`config.mk`:
```
export PLATFORM = sky130hd
export DESIGN_NAME = maxpool2x2_stream
export DESIGN_NICKNAME = d
export VERILOG_FILES = /design/src/rtl/maxpool2x2_stream.sv
export SDC_FILE = /design/constraint.sdc
export NUM_CORES = 1
export LEC_CHECK = 0
export CORE_MARGIN = 1.5
export CORE_UTILIZATION = 35
export DETAILED_ROUTE_END_ITERATION = 7
export GPL_TIMING_DRIVEN = 0
export PLACE_DENSITY_LB_ADDON = 0.1
export SLEW_MARGIN = 20
export SYNTH_ARGS = -nofsm -noshare
export SYNTH_HDL_FRONTEND = slang
export SYNTH_SLANG_ARGS = --single-unit
```
`constraint.sdc`:
```
create_clock -name clk -period 5.73 [get_ports clk]
set_clock_uncertainty 0.1 [all_clocks]
set_input_delay 0.573 -clock clk [delete_from_list [all_inputs] [get_ports clk]]
set_output_delay 0.573 -clock clk [all_outputs]
set_load 0.01 [all_outputs]
```
`src/rtl/maxpool2x2_stream.sv`:
```
// Streaming 2x2 stride-2 max-pool over a raster pixel stream, one line buffer.
// Define MAXPOOL_SIGNED_EN for two's-complement comparison (default unsigned).
module maxpool2x2_stream #(
    parameter int N     = 16,
    parameter int IMG_W = 24,
    parameter int IMG_H = 24
) (
    input  logic         clk,
    input  logic         rst_n,
    input  logic         din_vld,
    input  logic [N-1:0] din,
    output logic [N-1:0] dout,
    output logic         dout_vld,
    output logic         dout_end
);

    localparam int CW = (IMG_W > 2) ? $clog2(IMG_W) : 1;
    localparam int RW = (IMG_H > 2) ? $clog2(IMG_H) : 1;
    localparam int LW = (CW > 1) ? CW - 1 : 1;
    localparam int LD = IMG_W / 2;

    logic [CW-1:0] r_col;
    logic [RW-1:0] r_row;
    logic [N-1:0]  r_hold;
    logic [N-1:0]  r_line [LD];

    logic          w_col_odd;
    logic          w_row_odd;
    logic          w_col_last;
    logic          w_row_last;
    logic          w_fire;
    logic [LW-1:0] w_lidx;
    logic [N-1:0]  w_hmax;
    logic [N-1:0]  w_pool;

    function automatic logic [N-1:0] f_max(input logic [N-1:0] a,
                                           input logic [N-1:0] b);
`ifdef MAXPOOL_SIGNED_EN
        return ($signed(a) > $signed(b)) ? a : b;
`else
        return (a > b) ? a : b;
`endif
    endfunction

    assign w_col_odd  = r_col[0];
    assign w_row_odd  = r_row[0];
    assign w_col_last = (r_col == CW'(IMG_W - 1));
    assign w_row_last = (r_row == RW'(IMG_H - 1));
    assign w_lidx     = LW'(r_col >> 1);
    assign w_hmax     = f_max(r_hold, din);
    assign w_pool     = f_max(r_line[w_lidx], w_hmax);
    assign w_fire     = din_vld & w_col_odd & w_row_odd;

    always_ff @(posedge clk) begin
        if (!rst_n) begin
            r_col    <= '0;
            r_row    <= '0;
            r_hold   <= '0;
            dout     <= '0;
            dout_vld <= 1'b0;
            dout_end <= 1'b0;
        end else begin
            dout_vld <= w_fire;
            dout_end <= w_fire & w_col_last & w_row_last;
            if (w_fire)
                dout <= w_pool;
            if (din_vld) begin
                if (!w_col_odd)
                    r_hold <= din;
                // IMG_W is even, so the last column is always odd
                if (w_col_last) begin
                    r_col <= '0;
                    r_row <= w_row_last ? '0 : r_row + RW'(1);
                end else begin
                    r_col <= r_col + CW'(1);
                end
            end
        end
    end

    // Written on every even-row pair before the odd row reads it; no reset needed
    always_ff @(posedge clk) begin
        if (din_vld && w_col_odd && !w_row_odd)
            r_line[w_lidx] <= w_hmax;
    end

endmodule
```
==> results.json, run 1 <==
{
  "status": "complete, no violations",
  "final_max_slew_viol_count": 0,
  "ff2ff_path_depth": 16,
  "crit_path_cell_trace": "clkdlybuf4s50_1 -> inv_1 -> ha_1 -> nand4_2 -> nor4_4 -> a21boi_4 -> or3_1 -> buf_6 -> a311o_2 -> inv_1 -> ha_1 -> nand4_1 -> nor3_2 -> a21boi_1 -> nor4_2 -> o21ai_1 -> buf_2 -> o221ai_1",
  "routed-via-count": 6283,
  "worst_hold_path.num_cells": 2,
  "clock_sink_count": 240,
  "p_sw_uw": 858,
  "synth.lib_cells_used.distinct": 55,
  "start_kind": "input pin",
  "fin_area_mm2": 0.0127,
  "tightestPinTransition_ps": 989,
  "dr.first_iter.drc_count": 417,
  "top_ff_cell_synth": "sky130_fd_sc_hd__edfxtp_1",
  "place_congestion": 0.827,
  "hold_viol": 0,
  "netlist.area_leader.share": 0.540,
  "grt_max_degree": 17,
  "most_numerous_cell_in_the_yosys_netlist": "sky130_fd_sc_hd__edfxtp_1",
  "drt.antenna.violating_nets": 0,
  "dpl.hpwl_um": 18500,
  "pwr-share-comb": 0.077,
  "rr_endpoint": "dout[8]",
  "max-vdd-ir-drop_mv": 0.215,
  "path_class": "in2reg",
  "cts-root-buf": "sky130_fd_sc_hd__clkbuf_16",
  "synth_edf_count": 192,
  "synth_seq_area_share": 0.630,
  "min_delay_worst_endpoint": "r_hold[0]",
  "grt_pass1_wl_um": 38900,
  "synth.largest_area_cell": "sky130_fd_sc_hd__edfxtp_1",
  "wire_per_inst_um": 20.8,
  "boundaryPins": 37,
  "syn_area_per_cell_um2": 14.9,
  "start_util": 0.358,
  "netlist_instances": 718,
  "placement.cell_area_mm2": 0.0117,
  "p_sw_frac": 0.217,
  "fmax_ghz": 0.186,
  "cts_tree": "yes",
  "cp_num_cells": 18,
  "netlist_area_mm2": 0.0107,
  "number_of_port_buffers": 36,
  "worst-path-max-fanout": 13,
  "final_critical_delay_including_setup_and_external_delays_ps": 5360,
  "end_kind": "flop",
  "core-area_mm2": 0.0299,
  "design.final.nets": 859,
  "cts_buffers": 26,
  "cellPowerDensity_mw_per_mm2": 312,
  "drt_pass1_iterations": 4,
  "worst_hold_class": "reg2reg",
  "number_of_buffers_added_for_setup_after_cts": 0,
  "antenna_cells": 0,
  "max_cap_violations": 0,
  "dieArea_mm2": 0.0316,
  "ff2ff_setup_slack_ps": 660,
  "setup_violations": 0,
  "critPathMaxStageDelay_ps": 560,
  "netlist_top_cells_area": "sky130_fd_sc_hd__edfxtp_1, sky130_fd_sc_hd__mux4_2, sky130_fd_sc_hd__dfxtp_1, sky130_fd_sc_hd__ha_1, sky130_fd_sc_hd__nand2_1",
  "placement_rows": 63,
  "synth_nets": 771,
  "final_layout_size_suffix_gt1_frac": 0.201,
  "yosys-top-cells-count": "sky130_fd_sc_hd__edfxtp_1, sky130_fd_sc_hd__nand2_1, sky130_fd_sc_hd__dfxtp_1, sky130_fd_sc_hd__mux4_2, sky130_fd_sc_hd__inv_1",
  "cts.clk_slew.worst_paths_ps": 60,
  "crit_family": "compound AO/OA/AOI/OAI gates",
  "chipHeight_um": 178,
  "p_int_mw": 3.09,
  "global_route.usage.total": 0.166,
  "clock_tree.buffer_depth": 3,
  "required_time_reported_for_the_critical_path_endpoint_ps": 6030,
  "worst-endpoint-arrival_ps": 5660,
  "count_of_synthesis_stage_warnings_from_yosys": 0,
  "synth-async-reset-ratio": 0,
  "pwr-share-seq": 0.488,
  "totalWireLength_um": 25300,
  "power_leakage_nw": 4.27,
  "holdCritStartpoint": "r_hold[0]",
  "grt_setup_unrepaired": "no",
  "flip_flop_and_latch_count_after_synthesis": 240,
  "overflow": 0,
  "period_share": 0.936,
  "viasPerCell": 5.17,
  "reg2reg_from": "r_hold[15]",
  "final.hold.worst_slack_ps": 359,
  "clock_tree.htree_level_count": 1,
  "pwr-share-clk": 0.435,
  "antenna_violations_before_repair": 0,
  "syn2layout_area_growth_pct": 18.4,
  "timing.critical_path.slowest_stage_cell": "sky130_fd_sc_hd__clkdlybuf4s50_1",
  "worst-path-buf-inv": 5,
  "timing.max_slew.rel_slack": 0.340,
  "drcViolationCount": 0,
  "grt_pass1_vias": 6668,
  "floorplan.die.width_um": 178,
  "n_fill_cell": 2712,
  "clkLatencyLatePin_ps": 530
}
==> layout by cell type, fill, tap and decap left out, types with 3 or more instances in the layout <==
| master | synthesis | final |
|---|---|---|
| sky130_fd_sc_hd__or3_1 | 4 | 4 |
| sky130_fd_sc_hd__a21oi_1 | 34 | 34 |
| sky130_fd_sc_hd__nor2b_1 | 3 | 3 |
| sky130_fd_sc_hd__buf_2 | 11 | 26 |
| sky130_fd_sc_hd__clkinv_1 | 1 | 6 |
| sky130_fd_sc_hd__clkbuf_1 | 22 | 29 |
| sky130_fd_sc_hd__clkdlybuf4s50_1 | 0 | 36 |
| sky130_fd_sc_hd__buf_4 | 1 | 8 |
| sky130_fd_sc_hd__and2_1 | 4 | 4 |
| sky130_fd_sc_hd__o21ai_0 | 4 | 4 |
| sky130_fd_sc_hd__buf_1 | 5 | 5 |
| sky130_fd_sc_hd__ha_1 | 34 | 34 |
| sky130_fd_sc_hd__o21a_1 | 16 | 16 |
| sky130_fd_sc_hd__mux4_2 | 48 | 48 |
| sky130_fd_sc_hd__nand4_1 | 22 | 22 |
| sky130_fd_sc_hd__nor4b_2 | 0 | 3 |
| sky130_fd_sc_hd__o221ai_2 | 9 | 9 |
| sky130_fd_sc_hd__dfxtp_1 | 48 | 48 |
| sky130_fd_sc_hd__mux2i_1 | 17 | 17 |
| sky130_fd_sc_hd__nor2_1 | 29 | 26 |
| sky130_fd_sc_hd__bufinv_16 | 0 | 5 |
| sky130_fd_sc_hd__clkinv_2 | 0 | 3 |
| sky130_fd_sc_hd__nand2_1 | 79 | 79 |
| sky130_fd_sc_hd__a311oi_4 | 9 | 9 |
| sky130_fd_sc_hd__nor4_2 | 0 | 3 |
| sky130_fd_sc_hd__o221ai_1 | 7 | 7 |
| sky130_fd_sc_hd__clkbuf_16 | 0 | 26 |
| sky130_fd_sc_hd__nand3_1 | 6 | 6 |
| sky130_fd_sc_hd__edfxtp_1 | 192 | 192 |
| sky130_fd_sc_hd__nor3_1 | 20 | 18 |
| sky130_fd_sc_hd__inv_1 | 47 | 47 |
| sky130_fd_sc_hd__a311oi_2 | 4 | 4 |
==> registers in the layout, indices dropped and copies added (netlist names), named ones only <==
name      cells
dout_vld      1
r_line      192
dout         16
r_col         5
r_row         5
dout_end      1
r_hold       16
==> worst max path at each step <==
| stage | end | from | slack, ps |
|---|---|---|---|
| 2_1_floorplan | dout[5] | din[15] | 1370 |
| 3_3_place_gp | dout[8] | din[15] | -660 |
| 3_5_place_dp | dout[8] | din[15] | -680 |
| 4_1_cts | dout[8] | din[15] | 120 |
| 5_1_grt | dout[8] | din[15] | 20 |
| 6_report | dout[8] | din[15] | 370 |
==> tightest hold or removal path, stage by stage, from the launching register on <==
cell and delay [ps]:
sky130_fd_sc_hd__dfxtp_1 310, sky130_fd_sc_hd__nand2_1 50, sky130_fd_sc_hd__a21oi_1 50
==> per-layer routing <==
| metal | GRT usage | share of wire |
|---|---|---|
| met1 | 0.206 | 0.43 |
| met2 | 0.299 | 0.51 |
| met3 | 0.0197 | 0.035 |
| met4 | 0.0560 | 0.026 |
| met5 | 0 | 0 |
==> stage by stage <==
step | util | power, mW | TNS [ps] | instances | setup WS, ps
finish | 0.423 | 3.95 | 0 | 1215 | 366
global route | 0.423 | 4.09 | 0 | 1215 | 20.8
CTS | 0.423 | 3.99 | 0 | 1215 | 119
detailed placement | 0.393 | 2.27 | -8840 | 1168 | -684
global placement | 0.386 | 2.26 | -17200 | 1144 | -658
floorplan | - | 2.17 | 0 | 718 | 1370
==> repair_timing <==
item                                    CTS  global route
gates cloned                              0             0
gates resized for setup                   1             4
endpoints found under the setup margin   10            10
hold buffers                              0             0
hold endpoints to repair                  0             0
==> power groups by stage <==
stage	logic, mW	registers (mW)	clock network (mW)
after floorplan	0.206	1.96	0
after global placement	0.292	1.96	0
after detailed placement	0.303	1.96	0
after CTS	0.305	1.93	1.76
after global routing	0.339	1.93	1.82
final	0.304	1.93	1.72
==> area by class of cell <==
cell class,count,area (um2),share of cell area
clock inverter,14,200,0.0158
sequential,240,6730,0.532
timing repair buffer,60,518,0.0409
multi-input combinational,388,3660,0.289
buffer,42,203,0.0160
clock buffer,33,677,0.0535
inverter,48,180,0.0142
tap,390,488,0.0386
==> cells by family (layout without fill, tap and decap cells) <==
family	after synthesis	in the layout	share of synthesized area
AOI/OAI and AO/OA	99	99	0.0897
xor gates and xnor gates	2	2	0.00164
adders and majority gates	34	34	0.0398
buffers and inverters	90	197	0.0358
DFF	240	240	0.630
muxes	65	65	0.117
and+or+nand+nor	188	188	0.0863
Note: power is estimated with default switching activity, not from simulation.
==> run 2: changes to the inputs <==
--- a/config.mk
+++ b/config.mk
@@ -5,12 +5,12 @@
 export SDC_FILE = /design/constraint.sdc
 export NUM_CORES = 1
 export LEC_CHECK = 0
+export CAP_MARGIN = 0
 export CORE_MARGIN = 1.5
 export CORE_UTILIZATION = 35
 export DETAILED_ROUTE_END_ITERATION = 7
 export GPL_TIMING_DRIVEN = 0
 export PLACE_DENSITY_LB_ADDON = 0.1
-export SLEW_MARGIN = 20
 export SYNTH_ARGS = -nofsm -noshare
 export SYNTH_HDL_FRONTEND = slang
 export SYNTH_SLANG_ARGS = --single-unit
==> run 2 against run 1 <==
Fmax decreased by 1.3%. Register-to-register slack got worse by 60 ps. Wire length grew 1.1%. Die area stayed put. Via count up 0.24%. Clock-buffer cell count shrank 1. First-iteration DRC count decreased by 7.4%. Sequential power about the same. Utilization grew 0.13 points. Critical path depth rose by 1. Clock power grew 2%.
==> results.json, run 2 (synthesis results as in run 1) <==
{
  "cellPowerDensity_mw_per_mm2": 315,
  "design.final.nets": 854,
  "drt_pass1_iterations": 4,
  "drt.antenna.violating_nets": 0,
  "start_kind": "input pin",
  "global_route.usage.total": 0.168,
  "setup_violations": 0,
  "worst-endpoint-arrival_ps": 5770,
  "pwr-share-clk": 0.441,
  "path_class": "in2reg",
  "worst_hold_path.num_cells": 2,
  "largest_reg_flops": 192,
  "power_leakage_nw": 4.25,
  "boundaryPins": 37,
  "totalWireLength_um": 25600,
  "seq_area_mm2": 0.00673,
  "final_layout_size_suffix_gt1_frac": 0.196,
  "dr.first_iter.drc_count": 386,
  "p_int_mw": 3.12,
  "reg.largest.list": "r_line (192), dout (16), r_hold (16)",
  "post_cts_hold_buffer_count": 0,
  "start_util": 0.358,
  "clkLatencyLatePin_ps": 530,
  "cts.clk_slew.worst_paths_ps": 60,
  "worst_hold_class": "reg2reg",
  "global_route.peak_usage_layer": "met2",
  "grt_pass1_vias": 6717,
  "power_total_mw": 4.00,
  "overflow": 0,
  "fmax_ghz": 0.184,
  "end_kind": "flop",
  "layout_commonest_cell": "sky130_fd_sc_hd__edfxtp_1",
  "min_delay_worst_endpoint": "r_hold[0]",
  "viasPerCell": 5.20,
  "grt.met2_usage": 0.298,
  "cts_tree": "yes",
  "final_max_slew_viol_count": 0,
  "grt_pass1_wl_um": 39400,
  "tightestPinTransition_ps": 1030,
  "pwr-share-comb": 0.077,
  "cts_buffers": 27,
  "multi_input_comb_area_mm2": 0.00365,
  "chipHeight_um": 178,
  "met3_usage": 0.0204,
  "holdCritStartpoint": "r_hold[0]",
  "place_congestion": 0.827,
  "required_time_reported_for_the_critical_path_endpoint_ps": 6070,
  "final_util": 0.425,
  "dieArea_mm2": 0.0316,
  "floorplan.die.width_um": 178,
  "ff2ff_setup_slack_ps": 600,
  "max-vdd-ir-drop_mv": 0.155,
  "dpl.hpwl_um": 18500,
  "reg2reg_from": "r_hold[15]",
  "clock_tree.buffer_depth": 3,
  "p_sw_uw": 878,
  "rr_endpoint": "dout[8]",
  "clock_tree.htree_level_count": 1,
  "max_cap_violations": 0,
  "hold_viol": 0,
  "period_share": 0.949,
  "syn2layout_area_growth_pct": 18.8,
  "cts-root-buf": "sky130_fd_sc_hd__clkbuf_16",
  "final_cell_mix": "sky130_fd_sc_hd__edfxtp_1, sky130_fd_sc_hd__nand2_1, sky130_fd_sc_hd__mux4_2, sky130_fd_sc_hd__dfxtp_1, sky130_fd_sc_hd__inv_1",
  "number_of_port_buffers": 36,
  "p_sw_frac": 0.220,
  "antenna_violations_before_repair": 0,
  "ff2ff_path_depth": 17,
  "status": "complete, no violations",
  "antenna_cells": 0,
  "wire_per_inst_um": 21.1,
  "worst-path-max-fanout": 13,
  "routed-via-count": 6298,
  "pwr-share-seq": 0.482,
  "timing.max_slew.rel_slack": 0.314,
  "top_register": "r_line",
  "placement_rows": 63,
  "global_route.usage.met1": 0.209,
  "final_critical_delay_including_setup_and_external_delays_ps": 5440,
  "grt_max_degree": 17,
  "core-area_mm2": 0.0299,
  "grt_setup_unrepaired": "no",
  "drcViolationCount": 0,
  "clock_sink_count": 240,
  "n_fill_cell": 2677
}
run 2: cell count changes in the layout (fill, tap and decap cells not counted), sizes merged:
cell,before,now
buf,43,37
clkinv,10,9
clkbuf,56,55
clkinvlp,0,2
inv,47,48
run 2: repair_timing:
| action | in CTS | in global routing |
|---|---|---|
| pin swaps | 0 | 1 |
| setup buffers | 0 | 0 |
| endpoints found under the setup margin | 10 | 10 |
| gates resized for setup | 1 | 4 |
| hold endpoints to repair | 0 | 0 |
run 2: metrics by stage:
step / instances / cell area, um2 / worst slack (ps) / TNS, ps / hold WS, ps
floorplan: 718 / 10700 / 1370 / 0 / 336
global placement: 1144 / 11500 / -658 / -17200 / 342
detailed placement: 1162 / 11800 / -685 / -8920 / 356
CTS: 1210 / 12700 / 112 / 0 / 364
global route: 1210 / 12700 / 3.47 / 0 / 390
finish: 1210 / 12700 / 294 / 0 / 363
run 2: layout make-up:
cell class / instances / area share
Sequential cell: 240 / 0.530
Multi-Input combinational cell: 388 / 0.288
Clock buffer: 32 / 0.0547
Timing Repair Buffer: 54 / 0.0426
Tap cell: 390 / 0.0385
Clock inverter: 16 / 0.0162
Buffer: 42 / 0.0160
Inverter: 48 / 0.0142
run 2: worst max-delay path: stages:
cell	delay [ps]
sky130_fd_sc_hd__clkdlybuf4s50_1	580
sky130_fd_sc_hd__inv_1	90
sky130_fd_sc_hd__ha_1	360
sky130_fd_sc_hd__nand4_2	240
sky130_fd_sc_hd__nor4_4	460
sky130_fd_sc_hd__a21boi_4	350
sky130_fd_sc_hd__or3_1	160
sky130_fd_sc_hd__buf_6	150
sky130_fd_sc_hd__a311o_2	370
sky130_fd_sc_hd__inv_1	110
sky130_fd_sc_hd__ha_1	290
sky130_fd_sc_hd__nand4_1	200
sky130_fd_sc_hd__nor3_2	290
sky130_fd_sc_hd__a21boi_1	320
sky130_fd_sc_hd__nor4_2	130
sky130_fd_sc_hd__or4_1	400
sky130_fd_sc_hd__clkbuf_1	210
sky130_fd_sc_hd__buf_2	270
sky130_fd_sc_hd__o221ai_1	200
run 2: per-layer routing:
metal | vias to the layer above | share of wire
met1 | 3173 | 0.43
met4 | 0 | 0.031
met3 | 48 | 0.035
met5 | - | 0
met2 | 145 | 0.50
li1 | 2932 | -
run 2: power by group through the flow:
stage | logic, mW | registers [mW] | clock network, mW
2_1_floorplan | 0.206 | 1.96 | 0
3_3_place_gp | 0.292 | 1.96 | 0
3_5_place_dp | 0.304 | 1.96 | 0
4_1_cts | 0.307 | 1.93 | 1.80
5_1_grt | 0.340 | 1.93 | 1.87
6_report | 0.306 | 1.93 | 1.76
run 2: worst max path at each step:
| stage | from | endpoint | slack, ps | cells after the start |
|---|---|---|---|---|
| 4_1_cts | din[15] | dout[8] | 110 | 19 |
| 3_5_place_dp | din[15] | dout[8] | -690 | 19 |
| 5_1_grt | din[15] | dout[8] | 3 | 19 |
| 6_report | din[15] | dout[8] | 290 | 19 |
| 2_1_floorplan | din[15] | dout[5] | 1370 | 18 |
| 3_3_place_gp | din[15] | dout[8] | -660 | 19 |
